==> config.mk <==
export PLATFORM = sky130hd
export DESIGN_NAME = instr_fetch
export DESIGN_NICKNAME = d
export VERILOG_FILES = /design/src/rtl/mips_defs_pkg.sv /design/src/rtl/instr_fetch_pc_reg.sv /design/src/rtl/instr_fetch.sv
export SDC_FILE = /design/constraint.sdc
export NUM_CORES = 1
export LEC_CHECK = 0
export CAP_MARGIN = 25
export CORE_MARGIN = 2
export CORE_UTILIZATION = 50
export DETAILED_ROUTE_END_ITERATION = 10
export PLACE_DENSITY = 0.86
export RECOVER_POWER = 25
export SLEW_MARGIN = 20
export SYNTH_ARGS = -nofsm -noshare
export SYNTH_HDL_FRONTEND = slang
export SYNTH_SLANG_ARGS = --single-unit
==> constraint.sdc <==
create_clock -name clk -period 2.9 [get_ports clk]
set_input_delay 0.435 -clock clk [delete_from_list [all_inputs] [get_ports clk]]
set_output_delay 0.435 -clock clk [all_outputs]
set_load 0.005 [all_outputs]
==> src/rtl/mips_defs_pkg.sv <==
// Shared MIPS front-end definitions: fetch FSM encodings, reset PC default and
// the instruction field positions used by the fetch unit and control decoders.
package mips_defs;

    typedef enum logic [1:0] {
        IDLE    = 2'b00,
        FETCH   = 2'b01,
        HOLD    = 2'b10,
        DISCARD = 2'b11
    } fetch_state_t;

    localparam logic [31:0] RESET_PC_DEFAULT = 32'h0000_0000;

    localparam int unsigned OPCODE_MSB = 31;
    localparam int unsigned OPCODE_LSB = 26;
    localparam int unsigned FUNCT_MSB  = 5;
    localparam int unsigned FUNCT_LSB  = 0;

endpackage

==> src/rtl/instr_fetch_pc_reg.sv <==
// Fetch PC register: synchronous reset to RESET_PC, +4 increment and
// word-aligned redirect load (load has priority over increment).
module fetch_pc_reg #(
    parameter int unsigned         ADDR_W   = 32,
    parameter logic [ADDR_W-1:0]   RESET_PC = '0
) (
    input  logic              clk,
    input  logic              rstN,
    input  logic              inc,
    input  logic              load,
    input  logic [ADDR_W-1:0] target,
    output logic [ADDR_W-1:0] fetch_pc
);

    localparam logic [ADDR_W-1:0] ALIGN_MASK = ~ADDR_W'(3);

    always_ff @(posedge clk) begin
        if (!rstN) begin
            fetch_pc <= RESET_PC & ALIGN_MASK;
        end else if (load) begin
            fetch_pc <= target & ALIGN_MASK;
        end else if (inc) begin
            fetch_pc <= fetch_pc + ADDR_W'(4);
        end
    end

endmodule

==> src/rtl/instr_fetch.sv <==
// Instruction fetch unit: owns the fetch PC, runs the req/ready handshake to
// instruction memory and presents one instruction at a time with valid/stall.
module instr_fetch
    import mips_defs::*;
#(
    parameter logic [31:0] RESET_PC = RESET_PC_DEFAULT,
    parameter int unsigned ADDR_W   = 32
) (
    input  logic              clk,
    input  logic              rstN,
    output logic              imemReq,
    output logic [ADDR_W-1:0] imemAddr,
    input  logic              imemReady,
    input  logic [31:0]       imemRdata,
    input  logic              branchTaken,
    input  logic [ADDR_W-1:0] branchTarget,
    input  logic              stall,
    output logic              instrValid,
    output logic [31:0]       instr,
    output logic [ADDR_W-1:0] pc,
    output logic [ADDR_W-1:0] pcPlus4,
    output logic [5:0]        opcode,
    output logic [5:0]        funct
);

    fetch_state_t      state, next_state;
    logic [ADDR_W-1:0] fetch_pc;
    logic [ADDR_W-1:0] saved_target;
    logic [ADDR_W-1:0] load_target;
    logic              pc_inc;
    logic              pc_load;
    logic              capture;
    logic              clear_valid;
    logic              save_target;

    fetch_pc_reg #(
        .ADDR_W   (ADDR_W),
        .RESET_PC (ADDR_W'(RESET_PC))
    ) u_fetch_pc_reg (
        .clk      (clk),
        .rstN     (rstN),
        .inc      (pc_inc),
        .load     (pc_load),
        .target   (load_target),
        .fetch_pc (fetch_pc)
    );

    always_ff @(posedge clk) begin
        if (!rstN) begin
            state <= IDLE;
        end else begin
            state <= next_state;
        end
    end

    always_comb begin
        next_state  = state;
        pc_inc      = 1'b0;
        pc_load     = 1'b0;
        load_target = saved_target;
        capture     = 1'b0;
        clear_valid = 1'b0;
        save_target = 1'b0;
        case (state)
            IDLE: next_state = FETCH;
            FETCH: begin
                if (imemReady && branchTaken) begin
                    pc_load     = 1'b1;
                    load_target = branchTarget;
                end else if (imemReady) begin
                    capture    = 1'b1;
                    pc_inc     = 1'b1;
                    next_state = HOLD;
                end else if (branchTaken) begin
                    save_target = 1'b1;
                    next_state  = DISCARD;
                end
            end
            // Outstanding request must complete before redirecting; the
            // returned word is dropped and the latest target wins.
            DISCARD: begin
                if (imemReady) begin
                    pc_load     = 1'b1;
                    load_target = branchTaken ? branchTarget : saved_target;
                    next_state  = FETCH;
                end else if (branchTaken) begin
                    save_target = 1'b1;
                end
            end
            HOLD: begin
                if (branchTaken) begin
                    clear_valid = 1'b1;
                    pc_load     = 1'b1;
                    load_target = branchTarget;
                    next_state  = FETCH;
                end else if (!stall) begin
                    clear_valid = 1'b1;
                    next_state  = FETCH;
                end
            end
            default: next_state = IDLE;
        endcase
    end

    always_ff @(posedge clk) begin
        if (!rstN) begin
            instrValid   <= 1'b0;
            instr        <= '0;
            pc           <= '0;
            saved_target <= '0;
        end else begin
            if (capture) begin
                instrValid <= 1'b1;
                instr      <= imemRdata;
                pc         <= fetch_pc;
            end else if (clear_valid) begin
                instrValid <= 1'b0;
            end
            if (save_target) begin
                saved_target <= branchTarget;
            end
        end
    end

    // Gated by rstN so a request in flight is withdrawn as soon as reset is seen.
    assign imemReq  = rstN && ((state == FETCH) || (state == DISCARD));
    assign imemAddr = fetch_pc;
    assign pcPlus4  = pc + ADDR_W'(4);
    assign opcode   = instr[OPCODE_MSB:OPCODE_LSB];
    assign funct    = instr[FUNCT_MSB:FUNCT_LSB];

endmodule

==> results of run 1 <==
## area by class of cell
type	instances	area [um^2]	share of cell area, %
repair buffers	232	2270	25.0
clock inverters	6	105	1.16
clock buffers	26	509	5.60
flip-flops and latches	125	2520	27.7
inverters	8	31.3	0.344
well taps	172	215	2.37
multi-input cells	631	3440	37.8
## power groups by stage
stage                     combinational [mW]  sequential, mW  clock [mW]
after floorplan                        0.266            1.86           0
after global placement                 0.525            1.89           0
after detailed placement               0.535            1.89           0
after CTS                              0.539            1.85        2.21
after global routing                   0.581            1.86        2.31
final                                  0.535            1.85        2.19
## worst min-delay path: stages (launching register included)
cell and delay, ps:
dfxtp_1 300, nand2_1 50, a21oi_1 50
## kinds of logic (layout without fill, tap and decap cells)
logic type	after synthesis	in the layout
flip-flops	125	125
AND/OR/NAND/NOR	375	375
XOR/XNOR	30	30
other	1	6
buffers and inverters	86	272
AO/OA/AOI/OAI	209	209
adder cells (fa/ha/maj)	2	2
multiplexers	9	9
## metal layers
| layer | track usage [%] | vias to the layer above |
|---|---|---|
| li1 | - | 3272 |
| met1 | 36.5 | 3176 |
| met2 | 47.3 | 358 |
| met3 | 8.24 | 46 |
| met4 | 11.9 | 0 |
| met5 | 0 | - |
## synthesized netlist by cell type (3+ instances only)
cell,instances
nand2b_1,4
nor3_1,9
o211ai_1,4
a32o_1,3
buf_1,3
xor2_1,5
a21oi_1,113
mux2i_1,4
nand3_1,25
inv_1,7
and2_1,6
clkbuf_8,4
nand4_1,17
buf_4,18
a22oi_1,3
and3_1,12
buf_2,15
mux2_2,4
nor2b_1,3
and4_1,7
a211oi_1,3
nor2_1,28
o22ai_1,5
nand3b_1,3
a31oi_1,7
or4_1,3
a311oi_1,5
nor4_1,5
o21ai_0,28
xnor2_1,25
dfxtp_1,125
a221oi_1,6
o221ai_1,3
clkbuf_1,36
o221a_2,3
or3_1,3
nand2_1,237
## through the flow
stage	utilization (%)	hold WS [ps]	worst slack, ps	std cells	cell area (um^2)
after global routing	72.6	470	-16.1	1200	9090
final	72.6	449	113	1200	9090
after CTS	72.3	453	-13.2	1198	9050
after detailed placement	67.4	446	292	1166	8430
after global placement	67.4	438	316	1166	8430
after floorplan	-	431	942	842	6380
## worst min path at each step
| stage | start | end | slack [ps] | cells after the start |
|---|---|---|---|---|
| floorplan | saved_target[19] | saved_target[19] | 430 | 2 |
| finish | saved_target[27] | saved_target[27] | 450 | 2 |
| global placement | saved_target[27] | saved_target[27] | 440 | 2 |
| detailed placement | saved_target[27] | saved_target[27] | 450 | 2 |
| CTS | saved_target[19] | saved_target[19] | 450 | 2 |
| global route | saved_target[19] | saved_target[19] | 470 | 2 |
## repair_timing
action,4_1_cts,5_1_grt
cloned,0,0
setup buffers,0,2
endpoints found under the setup margin,8,16
gates resized for setup,4,14
pin swaps,0,1
==> results by group, run 1 <==
Yosys
  • Post-Synth Simple-Gate Area: between 20% and 30%
  • Top post-synthesis cells by area: dfxtp_1, nand2_1, a21oi_1, xnor2_1, o21ai_0
  • Top FF cell, synth: dfxtp_1
  • Multiplexer share of the synthesized area: roughly 1.5%
  • Post-synth top area share: between 30% and 40%
  • Post-synthesis async set-or-reset flop share: 0%
  • Cell variety after synth: 70
  • Main combinational cell family by area after synthesis: simple AND/OR/NAND/NOR gates
  • Synth warnings: 0
  • Synth Area in Adders: 0.393%
  • Post-synthesis compound-gate area fraction: between 15 and 20%
  • Post-synth EDFFs: 0
  • Synth Area in XOR/XNOR: 4.13%
  • Post-Synthesis Cells: between 800 and 900
  • Yosys reg bits: between 100 and 150
  • Seq/Total Area, Yosys: between 30% and 40%
  • Post-Syn Area: 0.00636 mm^2
  • Syn Area/Cell: roughly 7.6 um^2
  • Dominant cell type by area after synthesis: dfxtp_1

Placement
  • Gp weighted congestion: between 0.9 and 1
  • Input/output buffers: slightly above 200
  • HPWL after DPL: ~14 mm

Worst setup path
  • Critical Path Max Stage Delay: 520 ps
  • Crit end category: output pin
  • FF-to-FF path depth: 5
  • Critical path fanouts, max: 8
  • Crit path depth: 6
  • Crit Reg-Reg Endpoint: u_fetch_pc_reg.fetch_pc[25]
  • CP arrival: ~2400 ps
  • Worst-path cell chain: and4_1, and2_1, and4_4, nand4_1, xnor2_1, clkdlybuf4s50_1
  • Setup crit start: pc[16]
  • Flop-to-flop setup slack: between 500 and 600 ps
  • Crit start category: register
  • Crit path capture: pcPlus4[31]
  • Crit path required time: around 2500 ps
  • Critical path's top delay family: simple AND/OR/NAND/NOR gates
  • CP max stage cell: clkdlybuf4s50_1
  • Buf/Inv on CP: 1
  • R2r startpoint: state[0]
  • Setup CP Type: reg -> out

Clock network
  • Max H-tree Level: 4
  • CTS Sinks: approximately 130
  • Clock transition at path regs: 50 ps
  • CTS max path bufs: 2
  • CTS tree: done
  • CTS root buf: clkbuf_16
  • # hold bufs at CTS: 0
  • CTS buffer count: 17
  • Worst-skew pair later-pin latency: around 420 ps

Detailed routing
  • Met2 wire len: between 9 and 10 mm
  • Total Routed Length: a little over 20 mm
  • ANT nets after route: 0
  • Drt first pass iters: 5
  • Max layer used: met4
  • Drt wl/cell: 17.0 um
  • Detail Route met3 WL: approximately 2 mm
  • Routed met1 length: 7.99 mm
  • DRC viols: 0
  • Vias: between 6000 and 7000
  • Via density per instance: roughly 5.7
  • DRT iter0 DRCs: 740

Cells and area
  • Commonest non-fill, non-tap cells in the layout: nand2_1, clkdlybuf4s50_1, dfxtp_1, a21oi_1, dlygate4sd3_1
  • Diode count: 0
  • Top reg by flops: instr
  • Commonest non-fill, non-tap cell in the layout: nand2_1
  • Max reg flops: 32
  • Layout fillers: between 1000 and 1500
  • P&R area growth vs syn: 42.8%
  • Final #Nets: approximately 1100
  • Fraction of layout cells with a size suffix above 1: a little under a tenth

GRT
  • Grt total ovfl: 0
  • Largest net degree at the start of global routing: 70
  • Vias in the first global route: around 6100
  • Antenna violations before repair: 0
  • GRT Overall Usage: about 29%
  • Global-route wire length before repair: between 30 and 40 mm

Power and ir drop
  • Gate power share: 11.7%
  • PwrDens: 504 mW/mm^2
  • Clock share of power: between 40 and 50%
  • Sequential Power Share: about two fifths
  • Internal power: 3.51 mW
  • Pwr Total: about 4.6 mW
  • Lkg Pwr: 3.37 nW
  • Net switching fraction of the power: a little under a quarter
  • Net switching power: approximately 1.1 mW
  • Worst ir drop on vdd: 0.313 mV

STA
  • Total negative slack: 0 ps
  • Fmax: 0.359 GHz
  • Slew headroom: around half
  • Clock skew: 6.35 ps
  • Slew Limit Fails: 0
  • Actual slew at the worst max-slew pin: between 700 and 800 ps
  • Final hold violation count: 0
  • Final worst path period share: a little over nine tenths
  • Final setup violation count: 0
  • Post-route minimum period: approximately 2800 ps

Run status
  • Status: finished clean

Floorplanning
  • DIE AREA: between 0.01 and 0.015 mm^2
  • # rows: 41
  • Die Ht: roughly 120 um
  • Initial Util: between 50% and 60%
  • Die X: about 120 um
  • Core Box Area: approximately 0.013 mm^2
  • Io pins: around 210

Worst hold path
  • Worst min path class: reg -> reg

Flow run
  • Number of max-cap violations: 0
No activity file was read; power rests on OpenSTA's default activity.
==> run 2, diff against run 1 <==
- CORE_UTILIZATION: 50 -> 46
- MAX_ROUTING_LAYER: default -> met4
- PLACE_DENSITY: 0.86 -> 0.8
- clock period: 2.9 -> 3.15 ns (I/O delays scaled with it)
==> run 2 against run 1 <==
  * Largest cell class unchanged
  * Highest routed layer unchanged
  * Via count down 1.5%
  * Worst setup slack better by 60 ps
  * Register-to-register slack better by 150 ps
==> results by group, run 2 (synthesis results as in run 1) <==
Detailed routing
  • Total Routed Length: 19.9 mm (-2.3%)
  • DRC viols: 0 (unchanged)
  • Drt first pass iters: 5 (unchanged)
  • Via density per instance: 5.63 (-1.4%)
  • Vias: 6747 (-1.5%)
  • Drt wl/cell: 16.6 um (-2.1%)
  • DRT iter0 DRCs: 568 (-23%)
  • ANT nets after route: 0 (unchanged)

Floorplanning
  • Initial Util: 47.5% (-3.4 points)
  • Io pins: 211 (unchanged)
  • Die X: 122 um (+4.1%)
  • Core Box Area: 0.0134 mm^2 (+7.1%)
  • # rows: 42 (+2.4%)
  • Die Ht: 122 um (+4.1%)
  • DIE AREA: 0.0148 mm^2 (+8.4%)

Power and ir drop
  • Sequential Power Share: 41.1% (+0.6 points)
  • Internal power: 3.16 mW (-9.8%)
  • Net switching power: 0.993 mW (-7.6%)
  • Gate power share: 11.6% (about the same)
  • Lkg Pwr: 3.31 nW (-1.8%)
  • Clock share of power: 47.3% (-0.5 points)
  • PwrDens: 462 mW/mm^2 (-8.3%)
  • Net switching fraction of the power: 23.9% (+0.43 points)
  • Worst ir drop on vdd: 0.363 mV (+16%)
  • Pwr Total: 4.16 mW (-9.3%)

Worst setup path
  • R2r startpoint: state[0]
  • Crit start category: register
  • Crit end category: output pin
  • Critical path's top delay family: simple AND/OR/NAND/NOR gates
  • Crit path top cell by count: and4_1
  • Setup crit start: pc[16]
  • Setup CP Type: reg -> out
  • Crit path required time: 2680 ps (+210 ps)
  • Buf/Inv on CP: 1 (unchanged)
  • Worst-path cell chain: and4_1, and2_1, and4_1, nand4_1, xnor2_1, clkdlybuf4s50_1
  • CP max stage cell: clkdlybuf4s50_1
  • Critical path fanouts, max: 8 (unchanged)
  • CP arrival: 2500 ps (+150 ps)
  • Critical Path Max Stage Delay: 520 ps (about the same)

GRT
  • GRT Overall Usage: 27.3% (-1.7 points)
  • Largest net degree at the start of global routing: 108 (+54%)
  • Grt total ovfl: 0 (unchanged)
  • Global-route wire length before repair: 31.1 mm (+0.89%)
  • Antenna violations before repair: 0 (unchanged)
  • Vias in the first global route: 5914 (-3.1%)

Cells and area
  • P&R area growth vs syn: 41.3%
  • Fin util: 67.1% (-5.5 points)
  • Max reg flops: 32 (unchanged)
  • Top reg by flops: instr
  • Layout fillers: 1134 (+13%)
  • Commonest non-fill, non-tap cell in the layout: nand2_1
  • Final #Nets: 1080 (-0.55%)
  • Register area: 0.00250 mm^2 (-0.55%)
  • Fraction of layout cells with a size suffix above 1: 7.44% (-1.8 points)
  • Commonest non-fill, non-tap cells in the layout: nand2_1, clkdlybuf4s50_1, dfxtp_1, a21oi_1, dlygate4sd3_1
  • Multi-input logic area: 0.00343 mm^2 (-0.29%)
  • Diode count: 0 (unchanged)

STA
  • Actual slew at the worst max-slew pin: 673 ps (-64.5 ps)
  • RSZ-0062 raised after global routing: no
  • Final setup violation count: 0 (unchanged)
  • Total negative slack: 0 ps (unchanged)
  • Final hold violation count: 0 (unchanged)
  • Final Hold Slack: 450 ps (+0.580 ps)
  • Post-route minimum period: 2980 ps
  • Slew headroom: 55.1% (+4.3 points)
  • Fmax: 0.336 GHz
  • Slew Limit Fails: 0 (unchanged)
  • Final WS setup: 173 ps (+60.0 ps)
  • Final worst path period share: 94.5%
  • Clock skew: 9.25 ps (+2.91 ps)

Placement
  • Dpl ws: 426 ps (+134 ps)
  • Input/output buffers: 202 (unchanged)
  • Gp weighted congestion: 0.853 (-8.4%)
  • HPWL after DPL: 13.9 mm (-3.9%)

Clock network
  • CTS root buf: clkbuf_16
  • CTS tree: done
  • CTS max path bufs: 2 (unchanged)
  • PostCTS Resize Cnt: 0 (-4)
  • Worst-skew pair later-pin latency: 420 ps (about the same)
  • # hold bufs at CTS: 0 (unchanged)
  • Clock transition at path regs: 60 ps (about the same)
  • CTS Sinks: 125 (unchanged)
  • Post-CTS Setup Bufs: 0 (unchanged)
  • CTS buffer count: 17 (unchanged)
  • Max H-tree Level: 4 (unchanged)

Run status
  • Status: finished clean

Flow run
  • Number of max-cap violations: 0 (unchanged)

Worst hold path
  • Worst min path class: reg -> reg
  • Hold_sp: saved_target[22]
-- run 2: metal layers --
layer  routed length (um)  vias to the layer above  GRT usage [%]  part of all wire [%]
li1                     -                     3257              -                     -
met1                 8240                     3077           36.0                    41
met2                 9370                      383           42.3                    47
met3                 1990                       30           6.51                    10
met4                  298                        0           7.47                   1.5
met5                    0                        -              -                     0
-- run 2: worst reg2reg max path, stage by stage (launching register included) --
cell and delay (ps):
dfxtp_1 700, mux2_1 250, and2_1 520, mux2_2 440
a221oi_1 310, nor2_1 60
-- run 2: cell type report --
type / instances / area share, %
Clock inverter: 6 / 0.891
Multi-Input combinational cell: 631 / 38.1
Timing Repair Buffer: 226 / 24.6
Inverter: 8 / 0.348
Clock buffer: 26 / 5.78
Sequential cell: 125 / 27.8
Tap cell: 176 / 2.45
-- run 2: worst paths after layout --
path	slack, ps	cells past startpoint	endpoint
worst max-delay path	170	6	pcPlus4[28]
worst max register to register	740	5	u_fetch_pc_reg.fetch_pc[9]
worst min-delay path	450	2	saved_target[22]
worst min register to register	450	2	saved_target[22]
-- run 2: power groups by stage --
stage | sequential (mW) | clock [mW] | combinational [mW]
2_1_floorplan | 1.72 | 0 | 0.245
3_3_place_gp | 1.74 | 0 | 0.479
3_5_place_dp | 1.74 | 0 | 0.484
4_1_cts | 1.70 | 1.99 | 0.488
5_1_grt | 1.71 | 2.06 | 0.525
6_report | 1.71 | 1.97 | 0.483
-- run 2: stage by stage --
stage          instances  cell area, um^2
3_5_place_dp        1166             8390
5_1_grt             1198             8990
6_report            1198             8990
2_1_floorplan        842             6380
4_1_cts             1198             8990
3_3_place_gp        1166             8390
